==> config.mk <==
export PLATFORM = sky130hd
export DESIGN_NAME = demux_burst_writer
export DESIGN_NICKNAME = d
export VERILOG_FILES = /design/src/rtl/demux_burst_writer.sv
export SDC_FILE = /design/constraint.sdc
export NUM_CORES = 1
export LEC_CHECK = 0
export ABC_CLOCK_PERIOD_IN_PS = 4000
export CORE_MARGIN = 10
export CORE_UTILIZATION = 47
export CTS_BUF_LIST = sky130_fd_sc_hd__clkbuf_4 sky130_fd_sc_hd__clkbuf_8 sky130_fd_sc_hd__clkbuf_16
export DETAILED_ROUTE_END_ITERATION = 8
export PLACE_DENSITY = 0.8
export SLEW_MARGIN = 20
export SYNTH_ARGS = -nofsm -noshare
export SYNTH_HDL_FRONTEND = slang
export SYNTH_SLANG_ARGS = --single-unit
==> constraint.sdc <==
create_clock -name clk -period 4 [get_ports clk]
set_input_delay 0.8 -clock clk [delete_from_list [all_inputs] [get_ports clk]]
set_output_delay 0.8 -clock clk [all_outputs]
set_load 0.05 [all_outputs]
==> src/rtl/demux_burst_writer.sv <==
// demux_burst_writer: bursts of words demuxed into 16 registered outputs starting at a base index.
// Optional DEMUX_BURST_STROBE_EN adds a one-hot wr_strobe marking freshly written outputs.
module demux_burst_writer #(
  parameter int DATA_W = 16
) (
  input  logic              clk,
  input  logic              rst,
  input  logic              start,
  input  logic [3:0]        base,
  input  logic [3:0]        len,
  input  logic              in_valid,
  input  logic [DATA_W-1:0] in_data,
  output logic              in_ready,
  output logic              busy,
  output logic              done,
  output logic [DATA_W-1:0] out0,
  output logic [DATA_W-1:0] out1,
  output logic [DATA_W-1:0] out2,
  output logic [DATA_W-1:0] out3,
  output logic [DATA_W-1:0] out4,
  output logic [DATA_W-1:0] out5,
  output logic [DATA_W-1:0] out6,
  output logic [DATA_W-1:0] out7,
  output logic [DATA_W-1:0] out8,
  output logic [DATA_W-1:0] out9,
  output logic [DATA_W-1:0] out10,
  output logic [DATA_W-1:0] out11,
  output logic [DATA_W-1:0] out12,
  output logic [DATA_W-1:0] out13,
  output logic [DATA_W-1:0] out14,
  output logic [DATA_W-1:0] out15
`ifdef DEMUX_BURST_STROBE_EN
  ,
  output logic [15:0]       wr_strobe
`endif
);
  typedef enum logic [1:0] {IDLE, BURST, DONE} state_t;
  state_t state_q, state_d;
  logic [3:0] ptr_q, ptr_d, rem_q, rem_d;
  logic [DATA_W-1:0] mem_q [16];
  logic in_ready_q, busy_q, done_q, xfer, load;
  assign xfer = in_valid && state_q == BURST;
  assign load = start && state_q == IDLE;
  always_comb begin
    state_d = state_q;
    ptr_d   = ptr_q;
    rem_d   = rem_q;
    state_d = state_q == IDLE  ? (start ? BURST : IDLE) :
              state_q == BURST ? ((xfer && rem_q == 4'd0) ? DONE : BURST) : IDLE;
    ptr_d   = load ? base : xfer ? ptr_q + 4'd1 : ptr_q;
    rem_d   = load ? len : (xfer && rem_q != 4'd0) ? rem_q - 4'd1 : rem_q;
  end
  // flags are registered from the next state so they line up with the state register
  always_ff @(posedge clk) begin
    if (rst) begin
      state_q    <= IDLE;
      ptr_q      <= '0;
      rem_q      <= '0;
      in_ready_q <= 1'b0;
      busy_q     <= 1'b0;
      done_q     <= 1'b0;
      for (int i = 0; i < 16; i++) mem_q[i] <= '0;
    end else begin
      state_q    <= state_d;
      ptr_q      <= ptr_d;
      rem_q      <= rem_d;
      in_ready_q <= state_d == BURST;
      busy_q     <= state_d != IDLE;
      done_q     <= state_d == DONE;
      if (xfer) mem_q[ptr_q] <= in_data;
    end
  end
`ifdef DEMUX_BURST_STROBE_EN
  logic [15:0] strobe_q;
  always_ff @(posedge clk) begin
    if (rst) strobe_q <= '0;
    else     strobe_q <= xfer ? 16'(1) << ptr_q : 16'd0;
  end
  assign wr_strobe = strobe_q;
`endif
  assign in_ready = in_ready_q;
  assign busy     = busy_q;
  assign done     = done_q;
  assign out0  = mem_q[0];
  assign out1  = mem_q[1];
  assign out2  = mem_q[2];
  assign out3  = mem_q[3];
  assign out4  = mem_q[4];
  assign out5  = mem_q[5];
  assign out6  = mem_q[6];
  assign out7  = mem_q[7];
  assign out8  = mem_q[8];
  assign out9  = mem_q[9];
  assign out10 = mem_q[10];
  assign out11 = mem_q[11];
  assign out12 = mem_q[12];
  assign out13 = mem_q[13];
  assign out14 = mem_q[14];
  assign out15 = mem_q[15];
endmodule

==> impl_metrics.py <==
metrics = {
    "finish": {
        "finalNetCount": 1038,
        "postLayoutCoreUtil": 0.662,
        "area_delta_synth_final_pct": 39.4,
        "post-route-cell-area_mm2": 0.0139,
        "num_antenna_cells": 0,
        "post_route_cells_drive_above_1_share": 0.0588,
    },
    "drt": {
        "wirelength_um": 30000,
        "dr.first_iter.drc_count": 566,
        "antenna_violating_nets_post_route": 0,
        "wire_per_inst_um": 23.1,
        "routed-via-count": 6798,
        "drt-vias-per-instance": 5.25,
        "drc": 0,
        "dr_pass1_iterations": 6,
    },
    "placed_design": {
        "gp_congestion": 0.841,
        "placed_area_mm2": 0.0131,
        "pre_cts_slack_ns": 0.914,
        "numPortBuffers": 286,
        "place_hpwl_um": 21300,
    },
    "critical_path": {
        "cp_slowest_stage_delay_ns": 0.88,
        "crit_chain": "clkdlybuf4s50_1",
        "critical-path-slowest-cell": "sky130_fd_sc_hd__clkdlybuf4s50_1",
        "critical_path.top_delay_family": "buffers and inverters",
        "timing.critical_path.required_ns": 3.20,
        "worstSetupEndpointType": "output pin",
        "data_arrival_critical_path_ns": 1.75,
        "critPathKind": "reg2out",
        "cp_max_fo": 1,
        "timing.critical_path.buf_inv": 1,
        "cp-start-kind": "flop",
    },
    "timing": {
        "fmax_mhz": 392,
        "setup_repair_after_global_routing_missed_its_margin": "false",
        "finalCriticalPeriod_ns": 2.55,
        "slew_headroom": 0.369,
        "fin_worst_skew_ns": 0.0127,
        "timing.final.max_slew_violations": 0,
        "setup-tns-final_ns": 0,
        "timing_hold_violations_final": 0,
        "setup_viol": 0,
        "tightest_slew_ns": 0.947,
        "fin_ws_ns": 1.45,
        "fin_crit_sh": 0.638,
    },
    "logic_synthesis": {
        "top_reg_cell_synth": "sky130_fd_sc_hd__edfxtp_1",
        "synth_largest_type_area_fraction": 0.772,
        "synth_seq_cells": 269,
        "synth_top_cells_by_count": "sky130_fd_sc_hd__nor2_1 (265), sky130_fd_sc_hd__edfxtp_1 (256), sky130_fd_sc_hd__nand2_1 (71)",
        "mappedNetlistNets": 757,
        "postSynthCellCount": 723,
        "post_synthesis_async_set_or_reset_flop_share": 0,
        "most_frequent_cell_after_synthesis": "sky130_fd_sc_hd__nor2_1",
        "synth_largest_area_cell": "sky130_fd_sc_hd__edfxtp_1",
        "yosys_warnings": 0,
        "yosysSeqAreaShare": 0.798,
        "ys_top_cells_by_area": "sky130_fd_sc_hd__edfxtp_1 (77%), sky130_fd_sc_hd__nor2_1 (10%), sky130_fd_sc_hd__nand2_1 (2.7%)",
        "syn-mean-instance-area_um2": 13.8,
        "synth-edff-count": 256,
        "post_synth_num_cell_types": 37,
        "synthesis.area_mm2": 0.00995,
    },
    "global_route": {
        "first_global_vias": 6611,
        "grt_max_degree": 65,
        "globalRouteTotalUtil": 0.209,
        "grt.overflow.total": 0,
        "antenna_found_initial": 0,
        "first_pass_grt_wire_length_um": 42300,
    },
    "cts": {
        "cts_tree": "done",
        "clk_latency_ns": 0.52,
        "ctsLongestPathBuffers": 3,
        "cts_resized": 0,
        "cts_hold_buffers": 0,
        "post_cts_buffers": 0,
        "cts.clk_slew.worst_paths_ns": 0.06,
        "cts_inserted_buffers": 26,
        "cts.sinks": 269,
        "htreeDepth": 1,
        "cts_root_buf": "sky130_fd_sc_hd__clkbuf_16",
    },
    "power": {
        "power_leakage_nw": 4.81,
        "powerDensity_mw_per_mm2": 466,
        "peakVddDrop_uv": 256,
    },
    "die": {
        "initial_utilization": 0.475,
        "rows": 53,
        "floorplan.core_area_mm2": 0.0210,
        "die_height_um": 166,
        "io-pin-count": 287,
        "die_w_um": 166,
        "fp.dieArea_mm2": 0.0274,
    },
    "flow_run": {
        "maxCapViolations": 0,
    },
    "hold_path": {
        "hold_path.class": "reg2reg",
    },
    "outcome": {
        "status": "completed",
    },
}
area by class of cell:
| type | count | area [um2] |
|---|---|---|
| Sequential cell | 269 | 7950 |
| Fill cell | 1519 | 7080 |
| Timing Repair Buffer | 296 | 2940 |
| Multi-Input combinational cell | 401 | 1790 |
| Clock buffer | 32 | 713 |
| Tap cell | 275 | 344 |
| Clock inverter | 13 | 109 |
| Inverter | 10 | 37.5 |
final timing paths:
check | from | to | slack [ns] | cells after the start
min | rem_q[0]$_SDFFE_PP0P_ | rem_q[0]$_SDFFE_PP0P_ | 0.54 | 2
min reg2reg | rem_q[0]$_SDFFE_PP0P_ | rem_q[0]$_SDFFE_PP0P_ | 0.54 | 2
max | mem_q[3][15]$_SDFFCE_PN0P_ | out3[15] | 1.45 | 1
max reg2reg | state_q[0]$_SDFF_PP0_ | mem_q[1][4]$_SDFFCE_PN0P_ | 1.82 | 3
report_power, final:
part           switching [W]  leakage, nW  total [W]  internal (W)
clock               0.000988        0.407    0.00237       0.00138
combinational       0.000628         1.65   0.000860      0.000232
sequential         0.0000513         2.75    0.00324       0.00319
total                0.00167         4.81    0.00647       0.00480
through the flow:
step,power [W],hold slack (ns),std cells
floorplan,0.00382,0.485,723
global placement,0.00415,0.498,1251
detailed placement,0.00416,0.524,1251
CTS,0.00650,0.539,1296
global route,0.00666,0.567,1296
finish,0.00647,0.544,1296
cell families after synthesis:
| kind of cell | Yosys count | share of synthesized area |
|---|---|---|
| fa+ha+maj | 6 | 0.00754 |
| flops | 269 | 0.798 |
| simple gates | 361 | 0.145 |
| xor+xnor | 1 | 0.000880 |
| buf+inv | 53 | 0.0245 |
| compound gates | 33 | 0.0235 |
sequential cells by signal (all words and copies together), names as in the netlist:
name / cells
mem_q: 256
ptr_q: 4
rem_q: 4
state_q: 2
busy: 1
done: 1
in_ready: 1
layout by cell type, fill, tap and decap left out, types with 3 or more instances in the layout:
| cell | count |
|---|---|
| sky130_fd_sc_hd__nand2_1 | 67 |
| sky130_fd_sc_hd__nor3_1 | 3 |
| sky130_fd_sc_hd__inv_1 | 10 |
| sky130_fd_sc_hd__o21ai_0 | 4 |
| sky130_fd_sc_hd__nand2_2 | 4 |
| sky130_fd_sc_hd__clkinv_1 | 7 |
| sky130_fd_sc_hd__clkbuf_16 | 27 |
| sky130_fd_sc_hd__and2_1 | 5 |
| sky130_fd_sc_hd__a311oi_1 | 4 |
| sky130_fd_sc_hd__o21ai_2 | 4 |
| sky130_fd_sc_hd__a21o_1 | 12 |
| sky130_fd_sc_hd__nand3_1 | 3 |
| sky130_fd_sc_hd__clkinv_2 | 3 |
| sky130_fd_sc_hd__dfxtp_1 | 13 |
| sky130_fd_sc_hd__ha_1 | 6 |
| sky130_fd_sc_hd__clkbuf_4 | 5 |
| sky130_fd_sc_hd__nor2_1 | 265 |
| sky130_fd_sc_hd__edfxtp_1 | 256 |
| sky130_fd_sc_hd__buf_4 | 10 |
| sky130_fd_sc_hd__clkdlybuf4s50_1 | 286 |
routing by layer:
layer | share of wire | global-route usage
met3 | 0.11 | 0.0563
met1 | 0.36 | 0.254
met4 | 0.030 | 0.0674
met2 | 0.50 | 0.355
met5 | 0 | 0
Power figures use the tool's default switching activity.
